===== src/rtl/nco_dither_sched.sv =====
// Dither source shared by NUM_CH NCO channels: one LFSR, round-robin grant
// arbitration, seed loading and an all-zero lockup guard.
module nco_dither_sched #(
    parameter int          NUM_CH    = 4,
    parameter int          OUT_SIZE  = 5,
    parameter int unsigned LSFR_POLY = 'b1110100000000000001,
    localparam int         LSFR_SIZE = $clog2(LSFR_POLY),
    localparam int         CH_W      = $clog2(NUM_CH)
) (
    input  logic                 clk,
    input  logic                 rst,
    input  logic [NUM_CH-1:0]    req,
    input  logic                 dither_en,
    input  logic                 seed_load,
    input  logic [LSFR_SIZE-1:0] seed,
    output logic [NUM_CH-1:0]    gnt,
    output logic                 dither_valid,
    output logic [OUT_SIZE-1:0]  dither_out,
    output logic [CH_W-1:0]      dither_ch,
    output logic                 lockup
);

    localparam logic [LSFR_SIZE-1:0] POLY_MASK = LSFR_POLY[LSFR_SIZE-1:0];
    localparam logic [LSFR_SIZE-1:0] LFSR_ONE  = LSFR_SIZE'(1);

    typedef enum logic [1:0] {ST_INIT, ST_RUN, ST_SEED} state_t;

    state_t                r_state;
    logic [LSFR_SIZE-1:0]  r_lfsr;
    logic [LSFR_SIZE-1:0]  r_seed;
    logic [CH_W-1:0]       r_ptr;
    logic [NUM_CH-1:0]     r_gnt;
    logic                  r_valid;
    logic [OUT_SIZE-1:0]   r_out;
    logic [CH_W-1:0]       r_ch;
    logic                  r_lockup;

    logic                  w_any;
    logic [CH_W-1:0]       w_idx;
    logic [CH_W-1:0]       w_ptr_nxt;
    logic [NUM_CH-1:0]     w_onehot;
    logic [LSFR_SIZE-1:0]  w_lfsr_nxt;

    // Walk offsets high-to-low so the requester closest to the pointer wins.
    always_comb begin
        int j;
        w_any = 1'b0;
        w_idx = '0;
        j     = 0;
        for (int k = NUM_CH - 1; k >= 0; k--) begin
            j = int'(r_ptr) + k;
            if (j >= NUM_CH) j = j - NUM_CH;
            if (req[j]) begin
                w_any = 1'b1;
                w_idx = j[CH_W-1:0];
            end
        end
    end

    assign w_ptr_nxt  = (w_idx == CH_W'(NUM_CH - 1)) ? '0 : w_idx + CH_W'(1);
    assign w_onehot   = NUM_CH'(1) << w_idx;
    assign w_lfsr_nxt = {r_lfsr[LSFR_SIZE-2:0], ^(r_lfsr & POLY_MASK)};

    always_ff @(posedge clk or negedge rst) begin
        if (!rst) begin
            r_state  <= ST_INIT;
            r_lfsr   <= LFSR_ONE;
            r_seed   <= '0;
            r_ptr    <= '0;
            r_gnt    <= '0;
            r_valid  <= 1'b0;
            r_out    <= '0;
            r_ch     <= '0;
            r_lockup <= 1'b0;
        end else begin
            r_gnt   <= '0;
            r_valid <= 1'b0;
            case (r_state)
                ST_INIT: r_state <= ST_RUN;
                ST_RUN: begin
                    if (seed_load) begin
                        r_state <= ST_SEED;
                        r_seed  <= seed;
                    end else if (r_lfsr == '0) begin
                        r_lfsr   <= LFSR_ONE;
                        r_lockup <= 1'b1;
                    end else if (dither_en && w_any) begin
                        r_gnt   <= w_onehot;
                        r_valid <= 1'b1;
                        r_ch    <= w_idx;
                        r_out   <= r_lfsr[LSFR_SIZE-1:LSFR_SIZE-OUT_SIZE];
                        r_lfsr  <= w_lfsr_nxt;
                        r_ptr   <= w_ptr_nxt;
                    end
                end
                ST_SEED: begin
                    r_state <= ST_RUN;
                    // A zero seed would freeze the LFSR; restart from 1 and flag it.
                    if (r_seed == '0) begin
                        r_lfsr   <= LFSR_ONE;
                        r_lockup <= 1'b1;
                    end else begin
                        r_lfsr <= r_seed;
                    end
                end
                default: r_state <= ST_INIT;
            endcase
        end
    end

    assign gnt          = r_gnt;
    assign dither_valid = r_valid;
    assign dither_out   = r_out;
    assign dither_ch    = r_ch;
    assign lockup       = r_lockup;

endmodule


===== config.mk =====
export PLATFORM = sky130hd
export DESIGN_NAME = nco_dither_sched
export DESIGN_NICKNAME = d
export VERILOG_FILES = /design/src/rtl/nco_dither_sched.sv
export SDC_FILE = /design/constraint.sdc
export NUM_CORES = 1
export LEC_CHECK = 0
export CAP_MARGIN = 40
export CORE_MARGIN = 2
export CORE_UTILIZATION = 40
export DETAILED_ROUTE_END_ITERATION = 8
export SLEW_MARGIN = 10
export SYNTH_ARGS = -nofsm -noshare
export SYNTH_HDL_FRONTEND = slang
export SYNTH_SLANG_ARGS = --single-unit

===== constraint.sdc =====
create_clock -name clk -period 2 [get_ports clk]
set_clock_uncertainty 0.1 [all_clocks]
set_input_delay 0.4 -clock clk [delete_from_list [all_inputs] [get_ports clk]]
set_output_delay 0.4 -clock clk [all_outputs]
set_load 0.005 [all_outputs]

* Yosys cells after proc, flatten, opt, wreduce, memory -nomap -nowiden
Cells that the tools add are included.
** Word-level totals
- Register bits after elaboration :: 55
- Bits in latches :: 0
- Memory bits (writable) :: 0
- ROM bits :: 0
- Input port bits :: 27
- Output and inout port bits :: 13
- Memories :: 0
** Operators by class
- Add/sub/neg operators :: 8
- Multipliers :: 0
- Divide/modulo/power cells :: 0
- Magnitude comparators :: 8
- Equal/unequal tests :: 8
- Shift operators :: 1
- Muxes and demuxes :: 44
- Bitwise gates (word level) :: 2
- Reduce and logical (&&, ||, !) cells :: 11
** Operator list (number)
- 32-bit by 4-bit < comparator with 1-bit output, second input constant :: 4
- 32-bit 2-to-1 mux :: 4
- 19-bit 2-to-1 mux :: 4
- 19-bit logical NOT :: 2
- 19-bit one-hot mux with 2 select lines :: 1
- 1-bit 2-to-1 mux :: 19
- 19-bit XOR reduction :: 1
- 4-bit 2-to-1 mux :: 4
- 2-bit 2-to-1 mux :: 6
- 3-bit by 3-bit subtractor with 4-bit output, second input constant :: 3
- 3-bit greater-or-equal comparator, second input constant :: 3
- 1-bit binary-select mux with 2-bit select :: 4
- 2-bit != test, second input constant :: 4
- 4-bit AND reduction :: 2
- 2-bit by 2-bit adder with 3-bit output, second input constant :: 2
- 2-bit equality test, second input constant :: 2
- 2-bit one-hot mux with 2 select lines :: 1
- 1-bit by 2-bit left shift with 4-bit output, first input constant :: 1
- 2-bit by 3-bit subtractor with 4-bit output, second input constant :: 1
- 2-bit by 1-bit adder with 3-bit output, second input constant :: 1
- 2-bit by 3-bit greater-or-equal comparator with 1-bit output, second input constant :: 1
- 3-bit != test, second input constant :: 1
- 3-bit AND reduction :: 1
- 2-bit by 1-bit adder with 2-bit output, second input constant :: 1
- other kinds (8) :: 9

* Depth between registers and ports, before layout
- Depth in word-level cells :: 15
- Gate-level depth with buffers :: 8
- Depth with buffers taken out :: 7

* Least setup slack after synthesis
No wires, ideal clock.
- Path type :: reg-to-reg
- Start point :: register r_lfsr[16]
- End point :: register r_ptr[1]
- Library setup time :: 125 ps
- Data arrival time :: 1619 ps
- Slack :: 156 ps
- Cell stages (with the launch flop) :: 9
- Buffers on the path :: 1
- Period minus slack after synthesis :: 1844 ps
- Path through :: dfrtp_1 inv_1 ha_1 nor4b_4 nand3_2 o21ai_4 inv_2 buf_6 mux2_4
** Between the ends
- Cells in the longest elaborated chain, start to end :: 3
** Ends and longest elaborated chain
- from (decl) :: line 29 : logic [LSFR_SIZE-1:0] r_lfsr;
- from (signal assigned) :: line 92 : r_lfsr <= w_lfsr_nxt;
- from (signal assigned) :: line 103 : r_lfsr <= r_seed;
- 19-bit logical NOT :: line 84 : end else if (r_lfsr == '0) begin
- 1-bit inverter (no line)
- 4-bit AND reduction (no line)
- to (signal assigned) :: line 93 : r_ptr <= w_ptr_nxt;
- to (decl) :: line 31 : logic [CH_W-1:0] r_ptr;
Every way passes these cells.
A chain may end at the register's enable or synchronous reset.

* Final worst setup path
- Start point :: input req[3]
- End point :: register r_lfsr[14]
** Between the ends
- Cells in the longest elaborated chain, start to end :: 10
** Ends and longest elaborated chain
- from (decl) :: line 12 : input logic [NUM_CH-1:0] req,
- 1-bit binary-select mux with 2-bit select :: line 53 : if (req[j]) begin
- 1-bit 2-to-1 mux (implied by the code) (2 in a row) :: line 53
- 1-bit 2-to-1 mux (3 in a row) :: line 53
- 1-bit 2-to-1 mux (*) :: line 53
- 1-bit logical AND (*) :: line 87 : end else if (dither_en && w_any) begin
- 3-bit != test (no line) (*)
- 3-bit AND reduction (no line) (*)
Mark *: on every way between the ends. The rest lies on a longest branch, timed or not. The select of a mux whose other input is x is not followed.

==> summary.md <==
| Metric | Value |
|---|---|
| Status | `completed` |
| Critical Path AT | `2.04 ns` |
| Synth async-reset ratio | `100%` |
| Vias per cell | `4.98` |
| Data required, critical path | `2.10 ns` |
| Fin nets | `350` |
| DRC errors left | `0` |
| Worst rel slew slack | `66.3%` |
| Routed length per instance | `14.2 um` |
| Root Buffer | `clkbuf_8` |
| Largest net degree at the start of global routing | `22` |
| # IOs | `40` |
| Worst hold margin | `0.410 ns` |
| Fill cell total of the finished layout | `593` |
| CTS tree | `yes` |
| Die area | `0.00713 mm2` |
| Routability-driven placement congestion ratio | `0.807` |
| Largest family of logic cells by synthesized area | `simple AND/OR/NAND/NOR gates` |
| Yosys Warn Count | `0` |
| Final Hold Fails | `0` |
| Multi-input combinational cell area | `0.00115 mm2` |
| ANT nets after route | `0` |
| Max Slew Vio Count | `0` |
| Drt first pass iters | `4` |
| FF+latch area | `0.00138 mm2` |
| Crit-path max cell delay | `between 0.4 and 0.5 ns` |
| Part of the cycle the worst path needs | `just under 100%` |
| Synth Area in Compound Gates | `14.9%` |
| Post-synth top area share | `between 50% and 60%` |
| Max-cap viol count | `0` |
| Total GRT Usage | `16.4%` |
| Die height | `84.4 um` |
| CP max FO | `4` |
| Initial Util | `41.0%` |
| Worst hold path class | `flip-flop to flip-flop` |
| Post-synthesis xor/xnor area fraction | `0.871%` |
| Total grt overflow | `0` |
| Layout Utilization | `54.0%` |
| Sequential area share after synthesis | `53.3%` |
| Post-Synth Simple-Gate Area | `22.0%` |
| Post-synthesis mux area share | `3.48%` |
| Setup violators final | `0` |
| Power Dens Cells | `~1100 mW/mm2` |
| Num CTS Buffers | `5` |
| Synth Register Bits | `55` |
| Most instantiated cells after synthesis | `nand2_1, dfrtp_1, nand2b_1` |
| DPL Wire Length | `4250 um` |
| Worst slew pin tran | `0.505 ns` |
| CP cell instances | `clkdlybuf4s50_1, o41ai_4, nand2b_2, o21ai_0, buf_4, a21o_1` |
| Worst Setup Path Type | `primary input to flip-flop` |
| Number of global-route vias before repair | `1936` |
| Largest area contributor in the netlist | `dfrtp_1` |
| Fraction of layout cells with a size suffix above 1 | `21.0%` |
| Core ar. | `0.00631 mm2` |
| Skew-Pair Late Insertion Delay | `0.31 ns` |
| Die span in x | `84.4 um` |
| Row count | `29` |
| Yosys cell types | `47` |
| CTS sink cnt | `55` |
| Main flop type after synthesis | `dfrtp_1` |
| Fmax | `approximately 510 MHz` |
| Vias | `around 2000` |
| Startpoint Class | `primary input` |
| DRT Wirelength | `5600 um` |
| H-tree levels | `2` |
| VDD IR-drop max | `0.000559 V` |
| First-pass GRT wire length | `about 9300 um` |
| Synth-to-Final Area Change | `31.9%` |
| Critical Path Slowest Stage Cell | `o41ai_4` |
| Final Critical Period | `1.94 ns` |
| Post-Synth Adder-Cell Area | `2.42%` |
| Drt initial violations | `about 120` |
| Post-synthesis cell count | `249` |
| Syn_nets | `281` |
| Clk slew on worst S/H paths | `0.09 ns` |
| Initial antenna violation count | `0` |
| Post-Syn Area | `0.00259 mm2` |
| Buffers on Ports | `39` |
| Syn Area/Cell | `10.4 um2` |
| Worst Setup End Kind | `flip-flop` |
| ANT cells | `0` |
| Count leader, synth | `nand2_1` |
| Pleak | `~1.6 nW` |
| Clock Tree Buf Depth | `2` |
| Synth top area cells | `dfrtp_1, nand2_1, o221a_2` |
| EDFF count, synth | `0` |
[final cells by class]
| cell class | count | area share, % |
|---|---|---|
| timing repair buffer | 70 | 19.4 |
| tap | 77 | 2.82 |
| clock buffer | 7 | 2.24 |
| multi-input combinational | 175 | 33.7 |
| clock inverter | 1 | 0.147 |
| inverter | 11 | 1.21 |
| sequential | 55 | 40.4 |
[metrics by stage]
stage	std cells	setup WS, ns	instance area (um2)	setup TNS, ns	power, W
floorplan	249	0.156	2590	0	0.00257
global placement	384	-0.344	3270	-8.30	0.00313
detailed placement	384	-0.364	3270	-8.62	0.00317
CTS	393	0.0235	3370	0	0.00377
global route	396	-0.0171	3410	-0.0317	0.00402
finish	396	0.0569	3410	0	0.00375
[cell families (layout without fill, tap and decap cells)]
kind of cell,count (synthesis),after routing
simple gates,114,114
flops,55,55
compound gates,47,47
buf+inv,19,89
mux,8,8
fa+ha+maj,5,5
xor+xnor,1,1
[state kept, by name, summed over array words and instances, names as in the netlist]
| register | cells |
|---|---|
| r_ptr | 2 |
| r_state | 2 |
| lockup | 1 |
| dither_ch | 2 |
| dither_out | 5 |
| r_lfsr | 19 |
| dither_valid | 1 |
| gnt | 4 |
| r_seed | 19 |
[where the power goes]
part	leakage, nW	total [W]	switching (W)	internal [W]
combinational	0.881	0.00130	0.000532	0.000766
clock	0.0422	0.000585	0.000339	0.000247
sequential	0.662	0.00187	0.000357	0.00151
total	1.59	0.00375	0.00123	0.00253
[layer usage]
| metal | track usage, % | vias to the layer above | routed length, um |
|---|---|---|---|
| met4 | 4.76 | 0 | 74 |
| met5 | 0 | - | 0 |
| met1 | 24.6 | 932 | 2920 |
| met3 | 3.83 | 5 | 186 |
| met2 | 23.8 | 40 | 2430 |
| li1 | - | 997 | - |
[worst paths after layout]
kind	start	end	slack, ns	cells past startpoint
hold reg to reg	dither_out[4]	dither_out[4]	0.41	1
min in group asynchronous	rst	r_lfsr[5]	0.49	2
hold / removal	dither_out[4]	dither_out[4]	0.41	1
setup reg to reg	r_lfsr[17]	dither_out[0]	0.09	7
setup / recovery	req[3]	r_lfsr[14]	0.06	6
max in group asynchronous	rst	r_seed[14]	0.72	3
[cell usage in the layout (no fill, tap or decap), types with 3 or more instances in the layout]
master / instances
o21ai_0: 11
dfrtp_1: 54
nand2_1: 70
mux2i_1: 3
mux2_2: 4
and2_1: 4
inv_1: 10
o221a_2: 9
clkbuf_8: 5
nor4_2: 3
a21o_1: 3
or4_1: 3
a2bb2oi_1: 3
nor2_1: 9
nand2b_1: 11
a21oi_1: 5
buf_4: 27
clkdlybuf4s50_1: 36
ha_1: 5
buf_12: 3
[critical path: cells and delay by family]
kind	cells	cell delay (ns)
AO/OA/AOI/OAI	3	0.77
AND/OR/NAND/NOR	1	0.25
buffers and inverters	2	0.63
[what timing repair did]
item	4_1_cts	5_1_grt
gates resized for setup	1	6
hold buffers	1	0
setup endpoints to repair	9	22
buffers inserted	0	3
pin swaps	1	4
hold endpoints to repair	18	0
(Power assumes the default switching activity.)
